### src/rtl/uart_types_pkg.sv
// rtl/uart_types_pkg.sv - shared parity/state types for the buffered UART transmitter
package uart_types;

  typedef logic [1:0] uart_parity_t;

  localparam uart_parity_t PARITY_NONE = 2'b00;
  localparam uart_parity_t PARITY_EVEN = 2'b01;
  localparam uart_parity_t PARITY_ODD  = 2'b10;

  typedef enum logic [2:0] {
    IDLE   = 3'd0,
    START  = 3'd1,
    DATA   = 3'd2,
    PARITY = 3'd3,
    STOP   = 3'd4,
    BREAK  = 3'd5
  } uart_txp_state_t;

  // The reserved code 11 behaves like no parity.
  function automatic logic parity_enabled(input uart_parity_t mode);
    return (mode == PARITY_EVEN) || (mode == PARITY_ODD);
  endfunction

endpackage

### src/rtl/uart_tx_sync_fifo.sv
// rtl/uart_tx_sync_fifo.sv - single-clock FIFO with occupancy count, power-of-2 depth
module uart_tx_sync_fifo #(
  parameter int unsigned WIDTH = 8,
  parameter int unsigned DEPTH = 8
) (
  input  logic                     clk,
  input  logic                     rst_n,
  input  logic                     push_i,
  input  logic [WIDTH-1:0]         data_i,
  input  logic                     pop_i,
  output logic [WIDTH-1:0]         data_o,
  output logic                     full_o,
  output logic                     empty_o,
  output logic [$clog2(DEPTH):0]   level_o
);

  localparam int unsigned AW = $clog2(DEPTH);

  logic [WIDTH-1:0] mem_q [DEPTH];
  logic [AW-1:0]    wr_ptr_q;
  logic [AW-1:0]    rd_ptr_q;
  logic [AW:0]      level_q;
  logic             do_push;
  logic             do_pop;

  assign full_o  = (level_q == (AW+1)'(DEPTH));
  assign empty_o = (level_q == '0);
  assign do_push = push_i & ~full_o;
  assign do_pop  = pop_i & ~empty_o;
  assign data_o  = mem_q[rd_ptr_q];
  assign level_o = level_q;

  // Pointers wrap for free because DEPTH is a power of two.
  always_ff @(posedge clk or negedge rst_n) begin
    if (!rst_n) begin
      wr_ptr_q <= '0;
      rd_ptr_q <= '0;
      level_q  <= '0;
    end else begin
      if (do_push) wr_ptr_q <= wr_ptr_q + 1'b1;
      if (do_pop)  rd_ptr_q <= rd_ptr_q + 1'b1;
      case ({do_push, do_pop})
        2'b10:   level_q <= level_q + 1'b1;
        2'b01:   level_q <= level_q - 1'b1;
        default: level_q <= level_q;
      endcase
    end
  end

  always_ff @(posedge clk) begin
    if (do_push) mem_q[wr_ptr_q] <= data_i;
  end

endmodule

### src/rtl/uart_tx_fifo_param.sv
// rtl/uart_tx_fifo_param.sv - FIFO-fed UART transmitter with run-time frame format
// Optional break generation is compiled in with UART_TX_BREAK_EN.
module uart_tx_fifo_param
  import uart_types::*;
#(
  parameter int unsigned CLK_FREQ   = 450_000_000,
  parameter int unsigned BAUD_RATE  = 5_000_000,
  parameter int unsigned DATA_BITS  = 8,
  parameter int unsigned FIFO_DEPTH = 8
) (
  input  logic                          clk,
  input  logic                          rst_n,
  input  logic                          s_valid,
  output logic                          s_ready,
  input  logic [DATA_BITS-1:0]          s_data,
  input  uart_parity_t                  cfg_parity,
  input  logic                          cfg_stop2,
`ifdef UART_TX_BREAK_EN
  input  logic                          send_break,
`endif
  output logic                          tx,
  output logic                          tx_busy,
  output logic [$clog2(FIFO_DEPTH):0]   fifo_level,
  output uart_txp_state_t               tx_state
);

  localparam int unsigned BAUD_DIVISOR = CLK_FREQ / BAUD_RATE;
  localparam int unsigned CW = (BAUD_DIVISOR > 2) ? $clog2(BAUD_DIVISOR) : 1;
  localparam int unsigned BW = $clog2(DATA_BITS);

  if (BAUD_DIVISOR < 2) begin : g_bad_divisor
    $error("uart_tx_fifo_param: BAUD_DIVISOR must be at least 2");
  end
  if (DATA_BITS < 5 || DATA_BITS > 9) begin : g_bad_width
    $error("uart_tx_fifo_param: DATA_BITS must be 5..9");
  end
  if (FIFO_DEPTH < 2 || (FIFO_DEPTH & (FIFO_DEPTH - 1)) != 0) begin : g_bad_depth
    $error("uart_tx_fifo_param: FIFO_DEPTH must be a power of two >= 2");
  end

  uart_txp_state_t        state_q, state_d;
  logic [CW-1:0]          baud_q, baud_d;
  logic [BW-1:0]          bit_q, bit_d;
  logic [DATA_BITS-1:0]   shreg_q, shreg_d;
  logic                   par_en_q, par_en_d;
  logic                   par_bit_q, par_bit_d;
  logic                   stop2_q, stop2_d;
  logic                   tx_q, tx_d;
  logic                   bit_end, frame_end, load_frame, brk_req;
  logic                   fifo_pop, fifo_full, fifo_empty;
  logic [DATA_BITS-1:0]   fifo_rdata;

`ifdef UART_TX_BREAK_EN
  logic                   brk_mark_q, brk_mark_d;
  assign brk_req = send_break;
`else
  assign brk_req = 1'b0;
`endif

  uart_tx_sync_fifo #(
    .WIDTH (DATA_BITS),
    .DEPTH (FIFO_DEPTH)
  ) u_fifo (
    .clk     (clk),
    .rst_n   (rst_n),
    .push_i  (s_valid),
    .data_i  (s_data),
    .pop_i   (fifo_pop),
    .data_o  (fifo_rdata),
    .full_o  (fifo_full),
    .empty_o (fifo_empty),
    .level_o (fifo_level)
  );

  assign s_ready  = ~fifo_full;
  assign tx       = tx_q;
  assign tx_state = state_q;
  assign tx_busy  = (state_q != IDLE) | ~fifo_empty;
  assign bit_end  = (baud_q == CW'(BAUD_DIVISOR - 1));

  always_ff @(posedge clk or negedge rst_n) begin
    if (!rst_n) begin
      state_q    <= IDLE;
      baud_q     <= '0;
      bit_q      <= '0;
      shreg_q    <= '0;
      par_en_q   <= 1'b0;
      par_bit_q  <= 1'b0;
      stop2_q    <= 1'b0;
      tx_q       <= 1'b1;
`ifdef UART_TX_BREAK_EN
      brk_mark_q <= 1'b0;
`endif
    end else begin
      state_q    <= state_d;
      baud_q     <= baud_d;
      bit_q      <= bit_d;
      shreg_q    <= shreg_d;
      par_en_q   <= par_en_d;
      par_bit_q  <= par_bit_d;
      stop2_q    <= stop2_d;
      tx_q       <= tx_d;
`ifdef UART_TX_BREAK_EN
      brk_mark_q <= brk_mark_d;
`endif
    end
  end

  always_comb begin
    state_d    = state_q;
    baud_d     = (state_q == IDLE) ? '0 : (bit_end ? '0 : baud_q + 1'b1);
    bit_d      = bit_q;
    shreg_d    = shreg_q;
    par_en_d   = par_en_q;
    par_bit_d  = par_bit_q;
    stop2_d    = stop2_q;
    frame_end  = 1'b0;
    load_frame = 1'b0;
`ifdef UART_TX_BREAK_EN
    brk_mark_d = brk_mark_q;
`endif
    case (state_q)
      IDLE:    frame_end = 1'b1;
      START:   if (bit_end) begin
                 state_d = DATA;
                 bit_d   = '0;
               end
      DATA:    if (bit_end) begin
                 shreg_d = shreg_q >> 1;
                 if (bit_q == BW'(DATA_BITS - 1)) begin
                   state_d = par_en_q ? PARITY : STOP;
                   bit_d   = '0;
                 end else begin
                   bit_d   = bit_q + 1'b1;
                 end
               end
      PARITY:  if (bit_end) begin
                 state_d = STOP;
                 bit_d   = '0;
               end
      STOP:    if (bit_end) begin
                 if (stop2_q && bit_q == '0) bit_d = 1'b1;
                 else                        frame_end = 1'b1;
               end
`ifdef UART_TX_BREAK_EN
      // Low while the request is held, then one bit time of mark before IDLE.
      BREAK:   if (!brk_mark_q) begin
                 baud_d = '0;
                 if (!send_break) brk_mark_d = 1'b1;
               end else if (bit_end) begin
                 state_d = IDLE;
               end
`endif
      default: state_d = IDLE;
    endcase

    // Frame boundary: break request beats queued data, which beats going idle.
    if (frame_end) begin
      if (brk_req) begin
        state_d = BREAK;
        baud_d  = '0;
`ifdef UART_TX_BREAK_EN
        brk_mark_d = 1'b0;
`endif
      end else if (!fifo_empty) begin
        load_frame = 1'b1;
      end else begin
        state_d = IDLE;
      end
    end

    if (load_frame) begin
      state_d   = START;
      baud_d    = '0;
      shreg_d   = fifo_rdata;
      par_en_d  = parity_enabled(cfg_parity);
      par_bit_d = (cfg_parity == PARITY_ODD) ? ~^fifo_rdata : ^fifo_rdata;
      stop2_d   = cfg_stop2;
    end
  end

  assign fifo_pop = load_frame;

  always_comb begin
    tx_d = 1'b1;
    case (state_d)
      START:   tx_d = 1'b0;
      DATA:    tx_d = shreg_d[0];
      PARITY:  tx_d = par_bit_q;
`ifdef UART_TX_BREAK_EN
      BREAK:   tx_d = brk_mark_d;
`endif
      default: tx_d = 1'b1;
    endcase
  end

endmodule

### config.mk
export PLATFORM = sky130hd
export DESIGN_NAME = uart_tx_fifo_param
export DESIGN_NICKNAME = d
export VERILOG_FILES = /design/src/rtl/uart_types_pkg.sv /design/src/rtl/uart_tx_sync_fifo.sv /design/src/rtl/uart_tx_fifo_param.sv
export SDC_FILE = /design/constraint.sdc
export NUM_CORES = 1
export LEC_CHECK = 0
export BUFFER_PORTS_ARGS = -buffer_cell sky130_fd_sc_hd__buf_4
export CORE_MARGIN = 5
export CORE_UTILIZATION = 40
export CTS_BUF_LIST = sky130_fd_sc_hd__clkbuf_4 sky130_fd_sc_hd__clkbuf_8
export DETAILED_ROUTE_END_ITERATION = 7
export PLACE_DENSITY_LB_ADDON = 0.3
export SYNTH_ARGS = -nofsm -noshare
export SYNTH_HDL_FRONTEND = slang
export SYNTH_SLANG_ARGS = --single-unit
### constraint.sdc
create_clock -name clk -period 3.4 [get_ports clk]
set_input_delay 0.51 -clock clk [delete_from_list [all_inputs] [get_ports clk]]
set_output_delay 0.51 -clock clk [all_outputs]
set_load 0.05 [all_outputs]
## Yosys cells after proc, flatten, opt, wreduce, memory -nomap -nowiden

Memory sizes are Yosys's and may differ from the RTL's.
Index checks and enable logic that the tools add are counted.

| storage, ports and cells | value |
|---|---|
| register bits after elaboration | 35 |
| bits in latches | 0 |
| RAM bits | 64 |
| bits in read-only memories | 0 |
| input port bits | 14 |
| output and inout port bits | 10 |
| word-level logic and storage cells | 89 |
| memories | 1 |

Memories:

| name | depth | width | rd ports | clocked after memory_dff | wr ports | line | source |
|---|---|---|---|---|---|---|---|
| u_fifo.mem_q | 8 | 8 | 1 | 0 | 1 | uart_tx_sync_fifo.sv:19 | `logic [WIDTH-1:0] mem_q [DEPTH];` |

| operators by class | value |
|---|---|
| $add $sub $neg | 6 |
| multiply operators | 0 |
| divide/modulo/power cells | 0 |
| order comparisons | 0 |
| equality and inequality tests | 18 |
| shift-type cells | 0 |
| mux-type cells | 31 |
| bitwise logic cells | 5 |
| reductions and logical operators | 16 |

Operator list:

| kind | count |
|---|---|
| two-way mux 3 bit | 13 |
| two-way mux 8 bit | 3 |
| two-way mux 7 bit | 3 |
| equality test 3 x 2 -> 1 bit (second input constant) | 4 |
| one-hot mux 3 bit (4 select lines) | 1 |
| adder 3 x 1 -> 3 bit (second input constant) | 3 |
| one-hot mux 3 bit (3 select lines) | 1 |
| one-hot mux 4 bit (2 select lines) | 1 |
| XNOR reduction 8 bit | 1 |
| parity 8 bit | 1 |
| adder 7 x 1 -> 7 bit (second input constant) | 1 |
| equality test 7 bit (second input constant) | 1 |
| two-way mux 1 bit | 7 |
| equality test 3 x 1 -> 1 bit (second input constant) | 2 |
| equality test 3 bit (second input constant) | 2 |
| logical NOT 3 bit | 2 |
| != test 2 bit (second input constant) | 3 |
| nonzero test 2 bit | 3 |
| nonzero test 3 bit | 2 |
| AND reduction 5 bit | 1 |
| adder 4 x 1 -> 4 bit (second input constant) | 1 |
| equality test 2 x 1 -> 1 bit (second input constant) | 2 |
| equality test 2 bit (second input constant) | 2 |
| equality test 4 bit (second input constant) | 1 |
| other kinds (12) | 15 |

## Depth between registers and ports, before layout

Gate-level depths: netlist of run 1.

| logic depth | value |
|---|---|
| depth in word-level cells | 9 |
| gate-level depth with buffers | 13 |
| gate-level depth less buffers | 13 |

## Hierarchy

A second synthesis of run 1 with hierarchy kept.

| second synthesis, totals | value |
|---|---|
| cells, all modules | 289 |
| area total of the unflattened synthesis | 4,495.6 um^2 |

Modules (own cells, without submodules):

| module | instances | cells each | area each (um^2) | sequential area each (um^2) |
|---|---|---|---|---|
| uart_tx_sync_fifo | 1 | 160 | 3,124.2 | 2,172.1 |
| uart_tx_fifo_param | 1 | 129 | 1,371.3 | 626.9 |

## Worst setup path before layout of run 1

No wires, ideal clock.

| timing | value |
|---|---|
| path type | register to register |
| start point | reg u_fifo.level_q[1], in the netlist u_fifo.level_o[1] |
| end point | mem u_fifo.mem_q[0][0], enable pin |
| library setup time | 0.383 ns |
| data arrival time | 2.358 ns |
| data required time | 3.017 ns |
| path slack | 0.659 ns |
| cell stages (with the launch flop) | 6 |
| path buffers | 0 |
| clock period less this slack | 2.741 ns |
| path through | dfrtp_1 nor3_1 nand2_1 nand2_1 or2_2 nor3_1 |

| between the ends | value |
|---|---|
| cells in the longest elaborated chain, start to end | 5 |

Ends and longest elaborated chain:

| what | line | source |
|---|---|---|
| from (decl) | uart_tx_sync_fifo.sv:22 | `logic [AW:0] level_q;` |
| from (signal assigned) | uart_tx_sync_fifo.sv:43 | `2'b10: level_q <= level_q + 1'b1;` |
| from (signal assigned) | uart_tx_sync_fifo.sv:44 | `2'b01: level_q <= level_q - 1'b1;` |
| from (signal assigned) | uart_tx_sync_fifo.sv:45 | `default: level_q <= level_q;` |
| equality test 4 bit | uart_tx_sync_fifo.sv:26 | `assign full_o = (level_q == (AW+1)'(DEPTH));` |
| NOT 1 bit | -- |  |
| net s_ready | uart_tx_fifo_param.sv:14 | `output logic s_ready,` |
| AND 1 bit | uart_tx_sync_fifo.sv:28 | `assign do_push = push_i & ~full_o;` |
| two-way mux 1 bit | uart_tx_sync_fifo.sv:51 | `if (do_push) mem_q[wr_ptr_q] <= data_i;` |
| two-way mux 1 bit (implied by the code) | uart_tx_sync_fifo.sv:51 |  |
| to (decl) | uart_tx_sync_fifo.sv:19 |  |

The timed path passes the listed nets, and every way through them passes these cells.

## Final worst setup path of run 1

| timing | value |
|---|---|
| start point | reg u_fifo.rd_ptr_q[0] |
| end point | reg par_bit_q |

| between the ends | value |
|---|---|
| cells in the longest elaborated chain, start to end | 3 |
| elaborated cells on any way between the ends | 4 |
| classes of those cells | 1 x mux; 2 x reduce/logical; 1 x memory |

Ends and longest elaborated chain:

| what | line | source |
|---|---|---|
| from (decl) | uart_tx_sync_fifo.sv:21 | `logic [AW-1:0] rd_ptr_q;` |
| from (signal assigned) | uart_tx_sync_fifo.sv:41 | `if (do_pop) rd_ptr_q <= rd_ptr_q + 1'b1;` |
| memory (8 x 8 bit) (*) | -- |  |
| parity 8 bit or XNOR reduction 8 bit (tied branches) | uart_tx_fifo_param.sv:177 | `par_bit_d = (cfg_parity == PARITY_ODD) ? ~^fifo_rdata : ^fifo_rdata;` |
| two-way mux 1 bit (*) | uart_tx_fifo_param.sv:177 |  |
| to (signal assigned) | uart_tx_fifo_param.sv:100 | `par_bit_q <= par_bit_d;` |
| to (decl) | uart_tx_fifo_param.sv:46 | `logic par_bit_q, par_bit_d;` |

Mark *: on every way between the ends. The rest lies on a longest branch, timed or not.
A chain may end at the register's enable or synchronous reset.

==> results.sh, run 1 <==
export IMPL_final_fill_count=935
export IMPL_max_slew_worst_pin_slew_ps=998
export IMPL_finish_cell_count_without_fillers=446
export IMPL_cell_class_contributing_the_biggest_share_of_worst_path_delay="multiplexers"
export IMPL_final_layout_size_suffix_gt1_frac=0.213
export IMPL_synth_seq_cells=99
export IMPL_std_cell_rows=37
export IMPL_ctsHtreeMaxLevel=3
export IMPL_timing_reg2reg_setup_slack_ps=560
export IMPL_netlist_instances=272
export IMPL_track_usage=0.136
export IMPL_final_seq_area_um2=2800
export IMPL_synth_top_cell_area_share=0.450
export IMPL_drt_first_iter_violations=97
export IMPL_maximum_number_of_pins_on_one_net_before_global_route_repair=36
export IMPL_synthesis_nets=298
export IMPL_worstPathMaxFanout=8
export IMPL_finalCritPeriodShare=0.836
export IMPL_clock_insertion_delay_worst_skew_ps=370
export IMPL_tritoncts_num_sinks=99
export IMPL_ioPinCount=24
export IMPL_crit_path_top_delay_cell="dfrtp_1"
export IMPL_cap_viol_max_count=0
export IMPL_buffer_and_inverter_count_on_the_worst_path=2
export IMPL_comb_power_share=0.357
export IMPL_synth_area_per_cell_um2=15.7
export IMPL_final_setup_skew_ps=17.6
export IMPL_initial_antenna_violation_count=0
export IMPL_tritoncts_clock_tree="built"
export IMPL_numPlacedInstances=430
export IMPL_clkTransAtPathRegs_ps=110
export IMPL_worst_ir_drop_vdd_uv=318
export IMPL_cellPowerDensity_nw_per_um2=828
export IMPL_port_buffers=23
export IMPL_p_seq_frac=0.453
export IMPL_count_of_endpoints_failing_hold_in_the_final_timing_report=0
export IMPL_required_ps=3650
export IMPL_cts_setup_buffers=0
export IMPL_reg2reg_to="par_bit_q$_DFFE_PN0N_"
export IMPL_grt_first_pass_wirelength_mm=13.2
export IMPL_outcome="completed"
export IMPL_yosys_top_cells_count="edfxtp_1 (64), dfrtp_1 (34), nor2_1 (26)"
export IMPL_detailroute_via_count=2336
export IMPL_grt_overflow_total=0
export IMPL_setup_total_negative_slack_ps=0
export IMPL_synth_main_ff_cell="edfxtp_1"
export IMPL_synth_area_leaders="edfxtp_1 (45%), dfrtp_1 (20%), mux4_2 (8.4%)"
export IMPL_pnr_worst_setup_slack_ps=558
export IMPL_timing_max_transition_violations_final=0
export IMPL_holdCritPathClass="input port to asynchronous set/reset pin"
export IMPL_grt_setup_unrepaired="no"
export IMPL_timing_hold_ws_ps=92.6
export IMPL_initial_core_util=0.411
export IMPL_yosys_cell_types_count=41
export IMPL_critPathKind="register to register"
export IMPL_share_clk_of_total_power=0.190
export IMPL_startpoint_type="register"
export IMPL_die_height_um=113
export IMPL_core_region_area_um2=10400
export IMPL_place_gp_congestion=0.737
export IMPL_routed_wire_length_mm=7.91
export IMPL_critical_path_reg2reg_startpoint="u_fifo.rd_ptr_q[0]$_DFFE_PN0P_"
export IMPL_cts_made_buffers=9
export IMPL_syn_cell_area_um2=4270
export IMPL_placement_setup_worst_slack_ps=533
export IMPL_switching_share=0.342
export IMPL_synthMostInstantiatedCell="edfxtp_1"
export IMPL_period_minus_slack_ps=2840
export IMPL_cts_path_max_buffers=2
export IMPL_chipWidth_um=113
export IMPL_layout_nets=331
export IMPL_area_growth_synth_to_final_pct=12.9
export IMPL_power_leakage_nw=1.84
export IMPL_netlist_top_cell_by_area="edfxtp_1"
export IMPL_finalCoreUtilization=0.465
export IMPL_synth_async_sr_flop_share=0.354
export IMPL_antenna_violating_nets_post_route=0
export IMPL_postCtsResizedCells=0
export IMPL_crit_path_cell_trace="buf_4, buf_4, mux4_2, mux2i_1, xnor3_1, xnor3_1, mux2_1"
export IMPL_timing_fmax_ghz=0.352
export IMPL_dr_pass1_iters=4
export IMPL_setup_violations_final=0
export IMPL_wire_per_inst_um=17.7
export IMPL_fp_dieArea_um2=12800
export IMPL_antenna_cells=0
export IMPL_worst_ep_arrival_time_ps=3100
export IMPL_timing_max_slew_rel_slack=0.332
export IMPL_drc=0
export IMPL_crit_path_end_kind="register"
export IMPL_root_buffer="clkbuf_8"
export IMPL_timing_critical_path_slowest_cell_delay_ps=640
export IMPL_grt_pass1_vias=2420
export IMPL_multi_input_gate_area_in_the_final_layout_um2=1390
export IMPL_holdBufCountCts=0
export IMPL_power_net_switching_mw=1.36
export IMPL_vias_per_cell=5.24
export IMPL_r2r_worst_path_cells=7
export IMPL_seq_area_frac_synth=0.656
export IMPL_intPower_mw=2.63
export IMPL_number_of_synthesized_flops_with_an_enable_pin=64
export IMPL_ys_warn_count=0
export IMPL_place_detailed_hpwl_mm=5.44
## layer usage
metal	part of all wire	GRT usage
met1	0.46	0.181
met2	0.49	0.221
met3	0.030	0.0342
met5	0	0
met4	0.014	0.0409
## flip-flops by register name, indices dropped and copies added (netlist names)
register,flops
par_bit_q,1
u_fifo.level_o,4
u_fifo.rd_ptr_q,3
par_en_q,1
u_fifo.mem_q,64
u_fifo.wr_ptr_q,3
bit_q,3
shreg_q,8
tx,1
stop2_q,1
baud_q,7
tx_state,3
## cells in the final DEF (no fill, tap or decap), drive strengths merged, types with 2 or more instances in the layout
cell and n:
edfxtp 64, dfrtp 34, buf 29, nor2 26
nand2 19, mux4 16, inv 13, mux2i 11
ha 11, clkbuf 9, nand3 8, xnor2 8
nand2b 6, o21ai 6, a221o 6, nor3 5
a21oi 4, xor2 4, xnor3 4, clkinv 4
nor4 3, mux2 3, o31ai 2
## metrics by stage
| stage | cell area [µm²] | power [mW] |
|---|---|---|
| 2_1_floorplan | 4270 | 2.92 |
| 3_3_place_gp | 4610 | 3.24 |
| 3_5_place_dp | 4610 | 3.28 |
| 4_1_cts | 4820 | 4.04 |
| 5_1_grt | 4820 | 4.25 |
| 6_report | 4820 | 3.99 |
## worst register-to-register path: cells and delay by family (launching register included)
family / cells / cell delay [ps]
DFF: 1 / 640
xor gates and xnor gates: 2 / 560
buffers and inverters: 2 / 470
muxes: 3 / 1060
## cell type report
| class | instances | area share |
|---|---|---|
| clock buffer | 9 | 0.0257 |
| tap | 136 | 0.0353 |
| clock inverter | 7 | 0.0174 |
| sequential | 99 | 0.581 |
| multi-input combinational | 156 | 0.288 |
| inverter | 10 | 0.00779 |
| timing repair buffer | 29 | 0.0452 |
## power groups by stage
stage / Clock (mW) / Sequential (mW) / Combinational [mW]
floorplan: 0 / 1.83 / 1.10
global placement: 0 / 1.82 / 1.42
detailed placement: 0 / 1.84 / 1.44
CTS: 0.781 / 1.81 / 1.45
global route: 0.841 / 1.86 / 1.55
finish: 0.758 / 1.81 / 1.42
## how the worst max path moves through the flow
stage	start	to	depth (start not counted)
3_5_place_dp	u_fifo.rd_ptr_q[0]$_DFFE_PN0P_	par_bit_q$_DFFE_PN0N_	7
5_1_grt	u_fifo.rd_ptr_q[0]$_DFFE_PN0P_	par_bit_q$_DFFE_PN0N_	7
2_1_floorplan	u_fifo.level_o[1]$_DFFE_PN0P_	u_fifo.mem_q[0][0]$_DFFE_PP_	5
6_report	u_fifo.rd_ptr_q[0]$_DFFE_PN0P_	par_bit_q$_DFFE_PN0N_	7
4_1_cts	u_fifo.rd_ptr_q[0]$_DFFE_PN0P_	par_bit_q$_DFFE_PN0N_	7
3_3_place_gp	u_fifo.rd_ptr_q[0]$_DFFE_PN0P_	par_bit_q$_DFFE_PN0N_	7
## kinds of logic (layout without fill, tap and decap cells)
group / Yosys count / after routing / share of synthesized area
xor+xnor: 16 / 16 / 0.0457
fa+ha+maj: 12 / 12 / 0.0369
simple gates: 74 / 74 / 0.0830
buf+inv: 17 / 55 / 0.0191
flops: 99 / 99 / 0.656
compound gates: 24 / 24 / 0.0411
mux: 30 / 30 / 0.118
(Power assumes the default switching activity.)
==> run 2, diff against run 1 <==
Settings changed: ABC_AREA set to 1.
Clock period 3.4 ns to 2.95 ns, I/O delays scaled along.
==> run 2 against run 1 <==
Combinational power down 53%; final area up 13%; sequential power shrank 4%; highest routed layer unchanged; sequential cell count stayed put; critical endpoint is now u_fifo.level_o[3]$_DFFE_PN0P_.
==> results.sh, run 2 <==
export IMPL_seq_area_frac_synth=0.572
export IMPL_timing_max_transition_violations_final=0
export IMPL_port_buffers=23
export IMPL_timing_reg2reg_setup_slack_ps=340
export IMPL_worst_ep_arrival_time_ps=2890
export IMPL_worstPathMaxFanout=6
export IMPL_netlist_instances=538
export IMPL_yosys_cell_types_count=34
export IMPL_startpoint_type="register"
export IMPL_crit_path_cell_trace="inv_1, ha_1, nand2_1, nor3_2, nand3_2, o21ai_2, nand2_1, inv_1, ha_1, ha_1, nand2_1, nor2_1, a211oi_1, nor2_1, nor2_1, nand2_1, xor2_1"
export IMPL_share_clk_of_total_power=0.281
export IMPL_synthMostInstantiatedCell="nand2_1"
export IMPL_drc=0
export IMPL_std_cell_rows=40
export IMPL_core_region_area_um2=12000
export IMPL_setup_violations_final=0
export IMPL_outcome="completed"
export IMPL_crit_path_end_kind="register"
export IMPL_maximum_number_of_pins_on_one_net_before_global_route_repair=36
export IMPL_worst_ir_drop_vdd_uv=382
export IMPL_period_minus_slack_ps=2610
export IMPL_initial_core_util=0.408
export IMPL_synth_main_ff_cell="edfxtp_1"
export IMPL_ioPinCount=24
export IMPL_cap_viol_max_count=0
export IMPL_synth_area_per_cell_um2=9.10
export IMPL_grt_overflow_total=0
export IMPL_root_buffer="clkbuf_8"
export IMPL_tritoncts_num_sinks=99
export IMPL_yosys_top_cells_count="nand2_1 (188), inv_1 (89), edfxtp_1 (64)"
export IMPL_synth_seq_cells=99
export IMPL_chipWidth_um=121
export IMPL_largest_registers="u_fifo.mem_q: 64 flops, shreg_q: 8 flops, baud_q: 7 flops"
export IMPL_cellPowerDensity_nw_per_um2=615
export IMPL_synth_top_cell_area_share=0.393
export IMPL_ctsHtreeMaxLevel=3
export IMPL_required_ps=3230
export IMPL_die_height_um=121
export IMPL_area_growth_synth_to_final_pct=11.3
export IMPL_tritoncts_clock_tree="built"
export IMPL_placedInstanceArea_um2=5220
export IMPL_cts_made_buffers=9
export IMPL_synthesis_nets=564
export IMPL_antenna_cells=0
export IMPL_antenna_violating_nets_post_route=0
export IMPL_synth_area_leaders="edfxtp_1 (39%), dfrtp_1 (17%), nand2_1 (14%)"
export IMPL_count_of_endpoints_failing_hold_in_the_final_timing_report=0
export IMPL_dr_pass1_iters=4
export IMPL_most_common_layout_cells="nand2_1 (188), inv_1 (89), edfxtp_1 (64), nand3_1 (52), buf_4 (36)"
export IMPL_timing_max_slew_rel_slack=0.584
export IMPL_holdCritPathClass="input port to register"
export IMPL_clkTransAtPathRegs_ps=90
export IMPL_pnr_worst_setup_slack_ps=336
export IMPL_timing_critical_path_slowest_cell_delay_ps=400
export IMPL_final_setup_skew_ps=12.0
export IMPL_fp_dieArea_um2=14600
export IMPL_syn_cell_area_um2=4900
export IMPL_initial_antenna_violation_count=0
export IMPL_place_detailed_hpwl_mm=6.29
export IMPL_grt_setup_unrepaired="no"
export IMPL_ys_warn_count=0
export IMPL_setup_total_negative_slack_ps=0
export IMPL_power_net_switching_uw=980
export IMPL_grt_first_pass_wirelength_mm=15.6
export IMPL_netlist_top_cell_by_area="edfxtp_1"
export IMPL_registers_top_by_ff_count="u_fifo.mem_q"
export IMPL_place_gp_congestion=0.768
export IMPL_switching_share=0.292
export IMPL_cpMostUsedCell="nand2_1"
export IMPL_max_slew_worst_pin_slew_ps=623
export IMPL_placement_setup_worst_slack_ps=340
export IMPL_largest_register_ffs=64
export IMPL_detailroute_via_count=3394
export IMPL_layout_nets=597
export IMPL_intPower_mw=2.37
export IMPL_number_of_synthesized_flops_with_an_enable_pin=64
export IMPL_timing_fmax_ghz=0.383
export IMPL_routed_wire_length_mm=9.19
export IMPL_postCtsResizedCells=0
export IMPL_p_seq_frac=0.519
export IMPL_wire_per_inst_um=12.7
export IMPL_clock_insertion_delay_worst_skew_ps=380
export IMPL_finalCritPeriodShare=0.886
export IMPL_mostFrequentLayoutCell="nand2_1"
export IMPL_critPathKind="register to register"
export IMPL_grt_pass1_vias=3281
export IMPL_power_leakage_nw=2.57
export IMPL_comb_power_share=0.200
export IMPL_crit_path_top_delay_cell="dfrtp_1"
export IMPL_track_usage=0.139
export IMPL_drt_first_iter_violations=213
export IMPL_synth_async_sr_flop_share=0.354
export IMPL_vias_per_cell=4.69
export IMPL_cts_path_max_buffers=2
export IMPL_final_layout_size_suffix_gt1_frac=0.120
export IMPL_fin_total_pwr_mw=3.35
export IMPL_finalCoreUtilization=0.454
export IMPL_fin_area_um2=5450
[run 2: worst paths after layout]
path / startpoint / endpoint / cells after the start
min in group asynchronous: rst_n / baud_q[2]$_DFF_PN0_ / 2
hold / removal: cfg_stop2 / stop2_q$_DFFE_PN0N_ / 3
max in group asynchronous: rst_n / tx$_DFF_PN1_ / 2
setup reg to reg: baud_q[1]$_DFF_PN0_ / u_fifo.level_o[3]$_DFFE_PN0P_ / 17
setup / recovery: baud_q[1]$_DFF_PN0_ / u_fifo.level_o[3]$_DFFE_PN0P_ / 17
hold reg to reg: stop2_q$_DFFE_PN0N_ / stop2_q$_DFFE_PN0N_ / 2
[run 2: critical path, delay by kind of cell (launching register included)]
family                   cells  cell delay (ps)
adder cells (fa/ha/maj)      3              620
buffers and inverters        2              140
XOR/XNOR                     1              140
flip-flops                   1              400
AO/OA/AOI/OAI                2              430
AND/OR/NAND/NOR              9              790
[run 2: cells by family after synthesis]
| family | Yosys count | synth area share |
|---|---|---|
| fa+ha+maj | 12 | 0.0322 |
| buf+inv | 107 | 0.0984 |
| xor+xnor | 10 | 0.0179 |
| simple gates | 282 | 0.241 |
| compound gates | 28 | 0.0388 |
| flops | 99 | 0.572 |
[run 2: area by class of cell]
type | count | area (µm²)
Inverter | 92 | 353
Tap cell | 147 | 184
Fill cell | 1157 | 6560
Clock buffer | 11 | 139
Clock inverter | 5 | 77.6
Timing Repair Buffer | 37 | 280
Multi-Input combinational cell | 332 | 1620
Sequential cell | 99 | 2800
[run 2: power groups by stage]
stage          clock (mW)  sequential (mW)  combinational (mW)
3_3_place_gp            0             1.77               0.661
2_1_floorplan           0             1.85               0.353
6_report            0.943             1.74               0.669
3_5_place_dp            0             1.77               0.681
4_1_cts             0.975             1.74               0.682
5_1_grt              1.03             1.76               0.758
[run 2: layer usage]
metal	share of wire	GRT usage	vias up
li1	-	-	1767
met1	0.45	0.166	1568
met2	0.50	0.241	42
met3	0.032	0.0253	17
met4	0.022	0.0659	0
met5	0	0	-
[run 2: timing repair]
item / in CTS / in global routing
buffers inserted: 0 / 0
hold buffers: 1 / 0
hold endpoints to repair: 8 / 0
[run 2: through the flow]
step	instances	hold slack, ps
2_1_floorplan	538	147
3_3_place_gp	706	422
3_5_place_dp	706	427
4_1_cts	723	234
5_1_grt	723	254
6_report	723	257
==> run 3, diff against run 2 <==
Settings changed: CTS_BUF_LIST sky130_fd_sc_hd__clkbuf_4 sky130_fd_sc_hd__clkbuf_8 to unset.
==> run 3 against run 2 <==
Power increased by 8.4%; combinational power about the same; clock power up 29%; sequential cell count stayed put; non-clock buffer count fell by 1; worst hold slack worse by 210 ps; global-route usage rose by 0.27 points; count of clock-buffer cells in the layout did not move; sequential power about the same; sequential share of layout area fell by 0.78 points; largest power group unchanged; highest routed layer unchanged.
==> results.sh, run 3 (synthesis gave the netlist of run 2 again) <==
export IMPL_cap_viol_max_count=0
export IMPL_wire_per_inst_um=12.8
export IMPL_r2r_worst_path_cells=17
export IMPL_place_gp_congestion=0.768
export IMPL_fin_area_um2=5530
export IMPL_startpoint_type="register"
export IMPL_port_buffers=23
export IMPL_layout_nets=596
export IMPL_cellPowerDensity_nw_per_um2=657
export IMPL_std_cell_rows=40
export IMPL_core_region_area_um2=12000
export IMPL_max_slew_worst_pin_slew_ps=625
export IMPL_numPlacedInstances=706
export IMPL_tritoncts_num_sinks=99
export IMPL_registers_top_by_ff_count="u_fifo.mem_q"
export IMPL_track_usage=0.141
export IMPL_period_minus_slack_ps=2600
export IMPL_initial_core_util=0.408
export IMPL_mostFrequentLayoutCell="nand2_1"
export IMPL_holdBufCountCts=0
export IMPL_count_of_endpoints_failing_hold_in_the_final_timing_report=0
export IMPL_dr_pass1_iters=4
export IMPL_grt_pass1_vias=3315
export IMPL_drc=0
export IMPL_timing_hold_ws_ps=48.6
export IMPL_timing_max_transition_violations_final=0
export IMPL_worstSetupStartpoint="baud_q[1]$_DFF_PN0_"
export IMPL_clock_insertion_delay_worst_skew_ps=350
export IMPL_worst_ep_arrival_time_ps=2840
export IMPL_place_detailed_hpwl_mm=6.29
export IMPL_critPathKind="register to register"
export IMPL_postCtsResizedCells=0
export IMPL_antenna_violating_nets_post_route=0
export IMPL_crit_path_end_kind="register"
export IMPL_timing_max_slew_rel_slack=0.584
export IMPL_routed_wire_length_mm=9.23
export IMPL_chipWidth_um=121
export IMPL_finish_cell_count_without_fillers=722
export IMPL_antenna_cells=0
export IMPL_maximum_number_of_pins_on_one_net_before_global_route_repair=36
export IMPL_most_common_layout_cells="nand2_1 (188), inv_1 (89), edfxtp_1 (64), nand3_1 (52), buf_4 (36)"
export IMPL_required_ps=3190
export IMPL_worst_ir_drop_vdd_uv=480
export IMPL_cts_made_buffers=9
export IMPL_ctsHtreeMaxLevel=3
export IMPL_critical_path_reg2reg_startpoint="baud_q[1]$_DFF_PN0_"
export IMPL_largest_registers="u_fifo.mem_q: 64 flops, shreg_q: 8 flops, baud_q: 7 flops"
export IMPL_drt_first_iter_violations=210
export IMPL_cts_path_max_buffers=2
export IMPL_grt_overflow_total=0
export IMPL_timing_fmax_ghz=0.384
export IMPL_worstPathMaxFanout=6
export IMPL_clkTransAtPathRegs_ps=70
export IMPL_detailroute_via_count=3393
export IMPL_final_setup_skew_ps=7.46
export IMPL_vias_per_cell=4.70
export IMPL_setup_violations_final=0
export IMPL_fp_dieArea_um2=14600
export IMPL_holdCritPathClass="input port to asynchronous set/reset pin"
export IMPL_cts_setup_buffers=0
export IMPL_initial_antenna_violation_count=0
export IMPL_final_seq_area_um2=2800
export IMPL_area_growth_synth_to_final_pct=13.0
export IMPL_outcome="completed"
export IMPL_finalCritPeriodShare=0.882
export IMPL_placedInstanceArea_um2=5220
export IMPL_ioPinCount=24
export IMPL_multi_input_gate_area_in_the_final_layout_um2=1620
export IMPL_grt_first_pass_wirelength_mm=15.8
export IMPL_die_height_um=121
export IMPL_largest_register_ffs=64
export IMPL_pnr_worst_setup_slack_ps=347
export IMPL_root_buffer="clkbuf_16"
export IMPL_final_layout_size_suffix_gt1_frac=0.117
export IMPL_power_leakage_nw=2.61
export IMPL_final_fill_count=1140
export IMPL_tritoncts_clock_tree="built"
export IMPL_setup_total_negative_slack_ps=0
export IMPL_grt_setup_unrepaired="no"
export IMPL_placement_setup_worst_slack_ps=340
-- run 3: final timing paths --
check / endpoint / slack (ps)
setup / recovery: u_fifo.level_o[3]$_DFFE_PN0P_ / 350
hold / removal: tx_state[2]$_DFF_PN0_ / 50
setup reg to reg: u_fifo.level_o[3]$_DFFE_PN0P_ / 350
hold reg to reg: stop2_q$_DFFE_PN0N_ / 490
max in group asynchronous: tx$_DFF_PN1_ / 2560
min in group clk: stop2_q$_DFFE_PN0N_ / 290
-- run 3: layer usage --
metal  wire [µm]  track usage  up-vias
met5           0            0        -
met4         178       0.0616        0
met3         330       0.0341       11
met2        4680        0.244       56
met1        4040        0.167     1560
li1            -            -     1766
-- run 3: per-stage QoR --
step                power, mW  utilization
floorplan                2.20            -
global placement         2.43        0.435
detailed placement       2.45        0.435
CTS                      3.68        0.461
global route             3.84        0.461
finish                   3.63        0.461
-- run 3: worst max-delay path, stage by stage (launching register included) --
cell and delay, ps:
dfrtp_1 390, inv_1 60, ha_1 140, nand2_1 60, nor3_2 120, nand3_2 160, o21ai_2 170, nand2_1 80
inv_1 80, ha_1 200, ha_1 270, nand2_1 80, nor2_1 40, a211oi_1 260, nor2_1 70, nor2_1 100
nand2_1 70, xor2_1 140
-- run 3: cell type report --
class / instances / area share
Clock buffer: 11 / 0.0421
Clock inverter: 5 / 0.0140
Inverter: 92 / 0.0638
Multi-Input combinational cell: 332 / 0.292
Sequential cell: 99 / 0.506
Tap cell: 147 / 0.0333
Timing Repair Buffer: 36 / 0.0489
-- run 3: power by group --
part | total (mW) | internal (mW) | switching [mW]
clock network | 1.22 | 0.740 | 0.482
logic | 0.670 | 0.211 | 0.458
registers | 1.74 | 1.67 | 0.0738
total | 3.63 | 2.62 | 1.01
